[src/rtl/cpu_control_fsm.sv]
// Multi-cycle control sequencer: two-byte instruction fetch, decode, execute, data-memory
// handshake and register write-back. Opcode encoding: Opcode = Instr[7:4], ordered as below.
module cpu_control_fsm #(
  parameter int PC_WIDTH = 8
) (
  input  logic                clk,
  input  logic                rst_n,
  input  logic [7:0]          ROM_Data,
  output logic [PC_WIDTH-1:0] ROM_Addr,
  output logic [15:0]         Instr,
  input  logic [3:0]          Opcode,
  input  logic [7:0]          Imm_Byte,
  input  logic                Zero_Flag,
  input  logic                Less_Flag,
  output logic                ALU_En,
  output logic                ALU_Src_Imm,
  output logic                Mem_Req,
  output logic                Mem_We,
  input  logic                Mem_Ready,
  output logic                Reg_Write_En,
  output logic                Link_Sel,
  output logic [PC_WIDTH-1:0] Link_Value,
  output logic [PC_WIDTH-1:0] PC
);

  localparam logic [3:0] OP_ADDI = 4'h0;
  localparam logic [3:0] OP_ADD  = 4'h1;
  localparam logic [3:0] OP_SUBI = 4'h2;
  localparam logic [3:0] OP_SUB  = 4'h3;
  localparam logic [3:0] OP_SLT  = 4'h4;
  localparam logic [3:0] OP_SLTI = 4'h5;
  localparam logic [3:0] OP_SRA  = 4'h6;
  localparam logic [3:0] OP_SLL  = 4'h7;
  localparam logic [3:0] OP_NAND = 4'h8;
  localparam logic [3:0] OP_LB   = 4'h9;
  localparam logic [3:0] OP_SB   = 4'hA;
  localparam logic [3:0] OP_BEQ  = 4'hB;
  localparam logic [3:0] OP_BNE  = 4'hC;
  localparam logic [3:0] OP_BLT  = 4'hD;
  localparam logic [3:0] OP_JUMP = 4'hE;
  localparam logic [3:0] OP_JAL  = 4'hF;

  typedef enum logic [2:0] {
    FETCH_LO,
    FETCH_HI,
    DECODE,
    EXECUTE,
    MEM,
    WRITEBACK
  } state_t;

  state_t              state, state_next;
  logic [PC_WIDTH-1:0] pc_next, link_next;
  logic [15:0]         instr_next;
  logic [PC_WIDTH-1:0] pc_plus1, pc_plus2, target;

  assign pc_plus1 = PC + PC_WIDTH'(1);
  assign pc_plus2 = PC + PC_WIDTH'(2);
  assign target   = PC_WIDTH'(Imm_Byte);

  always_ff @(posedge clk or negedge rst_n) begin
    if (!rst_n) begin
      state      <= FETCH_LO;
      PC         <= '0;
      Instr      <= '0;
      Link_Value <= '0;
    end else begin
      state      <= state_next;
      PC         <= pc_next;
      Instr      <= instr_next;
      Link_Value <= link_next;
    end
  end

  always_comb begin
    state_next   = state;
    pc_next      = PC;
    instr_next   = Instr;
    link_next    = Link_Value;
    ROM_Addr     = PC;
    ALU_En       = 1'b0;
    ALU_Src_Imm  = 1'b0;
    Mem_Req      = 1'b0;
    Mem_We       = 1'b0;
    Reg_Write_En = 1'b0;
    Link_Sel     = 1'b0;

    case (state)
      FETCH_LO: state_next = FETCH_HI;

      // ROM is synchronous: the byte addressed last cycle arrives now
      FETCH_HI: begin
        ROM_Addr        = pc_plus1;
        instr_next[7:0] = ROM_Data;
        state_next      = DECODE;
      end

      DECODE: begin
        instr_next[15:8] = ROM_Data;
        state_next       = EXECUTE;
      end

      EXECUTE: begin
        ALU_En      = 1'b1;
        ALU_Src_Imm = (Opcode == OP_ADDI) || (Opcode == OP_SUBI) || (Opcode == OP_SLTI);
        pc_next     = pc_plus2;
        state_next  = WRITEBACK;
        case (Opcode)
          OP_LB, OP_SB: state_next = MEM;
          OP_BEQ: begin
            state_next = FETCH_LO;
            if (Zero_Flag) pc_next = target;
          end
          OP_BNE: begin
            state_next = FETCH_LO;
            if (!Zero_Flag) pc_next = target;
          end
          OP_BLT: begin
            state_next = FETCH_LO;
            if (Less_Flag) pc_next = target;
          end
          OP_JUMP: begin
            state_next = FETCH_LO;
            pc_next    = target;
          end
          OP_JAL: begin
            pc_next   = target;
            link_next = pc_plus2;
          end
          default: state_next = WRITEBACK;
        endcase
      end

      MEM: begin
        Mem_Req = 1'b1;
        Mem_We  = (Opcode == OP_SB);
        if (Mem_Ready) state_next = (Opcode == OP_SB) ? FETCH_LO : WRITEBACK;
      end

      WRITEBACK: begin
        Reg_Write_En = 1'b1;
        Link_Sel     = (Opcode == OP_JAL);
        state_next   = FETCH_LO;
      end

      default: state_next = FETCH_LO;
    endcase
  end

endmodule
[config.mk]
export PLATFORM = sky130hd
export DESIGN_NAME = cpu_control_fsm
export DESIGN_NICKNAME = d
export VERILOG_FILES = /design/src/rtl/cpu_control_fsm.sv
export SDC_FILE = /design/constraint.sdc
export NUM_CORES = 1
export LEC_CHECK = 0
export CAP_MARGIN = 10
export CORE_MARGIN = 3
export CORE_UTILIZATION = 44
export DETAILED_ROUTE_END_ITERATION = 7
export PLACE_DENSITY = 0.92
export SYNTH_ARGS = -nofsm -noshare
export SYNTH_HDL_FRONTEND = slang
export SYNTH_SLANG_ARGS = --single-unit
[constraint.sdc]
create_clock -name clk -period 2.1 [get_ports clk]
set_input_delay 0.42 -clock clk [delete_from_list [all_inputs] [get_ports clk]]
set_output_delay 0.42 -clock clk [all_outputs]
set_load 0.01 [all_outputs]
Word-level counts from Yosys, hierarchy flattened

Cells that the tools add are included.

Bits in registers: 35
Input port bits: 25
Output and inout bits: 46
Word-level logic and storage cells: 45

Add/sub/neg operators: 2
Equal/unequal tests: 15
Multiplexer cells: 15
Reductions and logical operators: 8

Operators by type and width:

| kind                                                                  | count |
|---|---|
| 8-bit 2-to-1 mux                                                      | 4 |
| 8-bit one-hot mux with 4 select lines                                 | 1 |
| 4-bit equality test, second input constant                            | 7 |
| 3-bit one-hot mux with 5 select lines                                 | 1 |
| 8-bit by 1-bit adder with 8-bit output, second input constant         | 1 |
| 8-bit by 2-bit adder with 8-bit output, second input constant         | 1 |
| 3-bit by 2-bit equality test with 1-bit output, second input constant | 2 |
| 3-bit equality test, second input constant                            | 2 |
| 1-bit 2-to-1 mux                                                      | 6 |
| 3-bit 2-to-1 mux                                                      | 2 |
| 3-bit one-hot mux with 2 select lines                                 | 1 |
| 4-bit by 2-bit equality test with 1-bit output, second input constant | 1 |
| 4-bit by 3-bit equality test with 1-bit output, second input constant | 1 |
| 4-bit zero test                                                       | 1 |
| 2-bit OR reduction                                                    | 2 |
| 4-bit OR reduction                                                    | 1 |
| 3-bit by 1-bit equality test with 1-bit output, second input constant | 1 |
| 3-bit zero test                                                       | 1 |
| 1-bit logical OR                                                      | 2 |
| 2-bit != test, second input constant                                  | 1 |
| 2-bit AND reduction                                                   | 1 |

Depth between registers and ports, before layout

Depth after elaboration: 4
Depth in mapped cells: 6
Depth with buffers taken out: 4

Worst setup path before layout

OpenSTA, ideal clock, no wires.

Kind: reg2out
Start: register state[1]
End: output port ROM_Addr[6]
Data arrival time: 1407 ps
Required time: 1680 ps
Path slack: 273 ps
Cell stages (with the launch flop): 5
Path buffers: 1
Path through: dfrtp_1 -> nor3b_2 -> buf_4 -> nand4_1 -> xnor2_1

Longest elaborated chain between the ends: 2

RTL lines:

| item                                           | line | text |
|---|---|---|
| from (decl)                                    | 52   | `state_t state, state_next;` |
| from (signal assigned)                         | 68   | `state <= state_next;` |
| 3-bit by 1-bit equality test with 1-bit output | 88   | `case (state)` |
| 8-bit 2-to-1 mux                               | 88   |  |
| to (decl)                                      | 9    | `output logic [PC_WIDTH-1:0] ROM_Addr,` |

Every way passes these cells.

Final worst setup path

Start: register state[1]
End: output port ROM_Addr[1]

The elaborated chain is that of the path after synthesis.

==> metrics <==
status finished, final reports clean; FILL cells about 310; WHS Path Cells 1; Lkg Pwr about 0.0013 µW; die area 5050 µm²; capturing point of the worst reg2reg path Link_Value[2]$_DFFE_PN0P_; register area 876 µm²; I/O pins 71; Die Width 71.1 µm; Initial Util 0.462; Clock Power Share 0.106; largest net degree at the start of global routing 36; Ys Warns 0; CP arrival 1650 ps; Routed wire per std cell 15.5 µm; fin crit period 2070 ps; sequential area share after synthesis 0.470; CTS H-tree depth 2; Worst EP required 1680 ps; EDFF count, synth 0; core area 4030 µm²; actual slew at the worst max-slew pin 443 ps; most frequent cell on the critical path buf_6; post-route ant nets 0; Pins Over Slew Limit 0; top cell type by total area after synthesis dfrtp_1; Design Power 4370 µW; initial antenna violation count 0; Worst Hold Launch Instr[0]$_DFFE_PN0N_; final wirelength about 5000 µm; initial DRC count 92; ranking of synthesized cells by area dfrtp_1 (47%), mux2_2 (11%), xor2_1 (3.3%); Fmax 483 MHz; crit path capture type primary output; Post-Synthesis Cells 173; Post-Syn Area per Cell between 10 and 15 µm²; CTS buffer count 5; R2R depth 5; slew margin rel. 0.705; routed vias/inst ~5.2; via count 1680; Flop pwr share 0.280; grt ovf 0; NumNets Final 298; Clock Sinks 35; Crit path largest cell delay 410 ps; Synth Net Count 200; router iterations before antenna repair 4; gr usage total 0.207; Period Utilization, post-route 0.986; ratio of cells with drive above 1 in the final layout 0.313; Max clock buf depth 2; pre-CTS setup slack -264 ps; Final Setup Violations 0; Max Cap Violations 0; Sw Share 0.370; synth unique cells 38; final non-filler cell total 322; Crit Path Max Fanout 4; Layout area overhead 58.4%; CP Launch Type register; Pint 2760 µW; Psw 1620 µW; setup slack after layout 29.3 ps; Synth top area share 0.470; number of synthesized register bits 35; critical path type reg -> out; RSZ-0062 raised after global routing yes; Hold Path Class reg -> reg; Hold Fails Final Rpt 0; clk_lat worst skew a little under 300 ps; flop2flop setup slack 350 ps; GPL Wtd Cong approximately 0.80; ANT cells 0; worst path cell trace nor3b_4 > buf_6 > buf_6 > mux2_4 > buf_6; FF-to-FF Start state[2]$_DFFE_PN0P_; Slowest-stage cell, CP dfrtp_1; delay-heaviest family, CP flip-flops; vias in the first global route around 1700; hold endpoint Instr[0]$_DFFE_PN0N_; standard-cell rows 23; worst clock skew 7.38 ps; Root Buffer clkbuf_8; CTS Hold Bufs 0; setup TNS 0 ps; Remaining DRCs 0; Post-Syn Area 1860 µm²; DIE HEIGHT 71.1 µm; Worst-path clk slew 70 ps; Multi-input gate area approximately 980 µm²; WP buf/inv 3; ys async rst share 1.00; Post-synth top flop dfrtp_1; Comb pwr share 0.614; I/O Buffers 70; HPWL after DPL around 3600 µm; cell total after placement 310; CTS tree yes; PwrDens roughly 1500 nW/µm²; global-route wire length before repair 8240 µm; VDD IR max 0.997 mV
## synthesized netlist by cell type (2+ instances only)
cell type,number
a2bb2oi_1,4
mux2_2,19
buf_4,2
nand4_1,7
and2_1,2
inv_1,2
nor3b_2,2
xnor2_1,6
nand3_1,9
dfrtp_1,35
nor3_1,2
xor2_1,7
buf_6,2
ha_1,2
o21ai_0,4
nand3b_1,2
mux2i_1,5
nand2_1,11
a21oi_2,2
a21oi_1,11
nor2_1,13
buf_2,4
clkbuf_1,5
## power groups by stage
stage / clock (µW) / combinational (µW) / sequential, µW
2_1_floorplan: 0 / 1040 / 1370
3_3_place_gp: 0 / 2500 / 1190
3_5_place_dp: 0 / 2560 / 1210
4_1_cts: 478 / 2620 / 1210
5_1_grt: 505 / 2900 / 1270
6_report: 465 / 2680 / 1230
## layout make-up
type / instances / area share
inverter: 3 / 0.00382
clock inverter: 1 / 0.00170
tap: 50 / 0.0212
clock buffer: 7 / 0.0259
multi-input combinational: 122 / 0.332
timing repair buffer: 104 / 0.318
sequential: 35 / 0.297
## what timing repair did
action,4_1_cts,5_1_grt
pin swaps,2,6
gates resized for setup,40,20
hold endpoints to repair,0,0
buffers inserted,4,1
setup endpoints to repair,13,12
## per-stage QoR
step | utilization | cell area [µm²] | hold WS, ps
after CTS | 0.718 | 2890 | 515
after floorplan | - | 1860 | 124
after global placement | 0.689 | 2780 | 488
final | 0.732 | 2950 | 510
after global routing | 0.732 | 2950 | 529
after detailed placement | 0.689 | 2780 | 499
## registers in the layout, summed over array words and instances (netlist names)
name	cells
Link_Value	8
PC	8
state	3
Instr	16
## kinds of logic (layout without fill, tap and decap cells)
kind of cell,count (synthesis),in the layout,share of synthesized area
AO/OA/AOI/OAI,28,28,0.107
XOR/XNOR,13,13,0.0611
adder cells (fa/ha/maj),2,2,0.0134
buffers and inverters,16,115,0.0470
flip-flops,35,35,0.470
multiplexers,24,24,0.142
AND/OR/NAND/NOR,55,55,0.160
## worst max path at each step
stage,from,endpoint,depth (start not counted)
finish,state[1]$_DFFE_PN0P_,ROM_Addr[1],5
global route,state[1]$_DFFE_PN0P_,ROM_Addr[1],5
CTS,state[2]$_DFFE_PN0P_,ROM_Addr[1],6
detailed placement,Opcode[3],Mem_We,5
global placement,Opcode[3],Mem_We,5
floorplan,state[1]$_DFFE_PN0P_,ROM_Addr[6],4
## metal layers
metal  track usage  part of all wire  vias up  routed length (µm)
met5             0                 0        -                   0
met4        0.0522            0.0094        0                  47
met3        0.0767             0.080        8                 403
met2         0.334              0.50       64                2500
met1         0.264              0.41      799                2060
li1              -                 -      809                   -
## worst register-to-register path, stage by stage, from the launching register on
cell and delay [ps]:
dfrtp_1 430, buf_4 170, nand3b_1 210, buf_4 220
nor2_1 250, mux2_2 370
## cells in the final DEF, fill, tap and decap left out, drive strengths merged, types with 2 or more instances in the layout
cell and instances:
dlygate4sd2 3, inv 2, dlymetal6s2s 4, nor2 13, clkinv 2, nand3 9
ha 2, xnor2 6, mux2i 5, nor2b 2, nor3 2, mux2 19
a2bb2oi 4, nand4 7, a21oi 13, nand2 11, buf 40, nor3b 3
clkdlybuf4s50 54, dfrtp 35, nand3b 2, xor2 7, clkbuf 9, and2 2
o21ai 4
(Power assumes the default switching activity.)
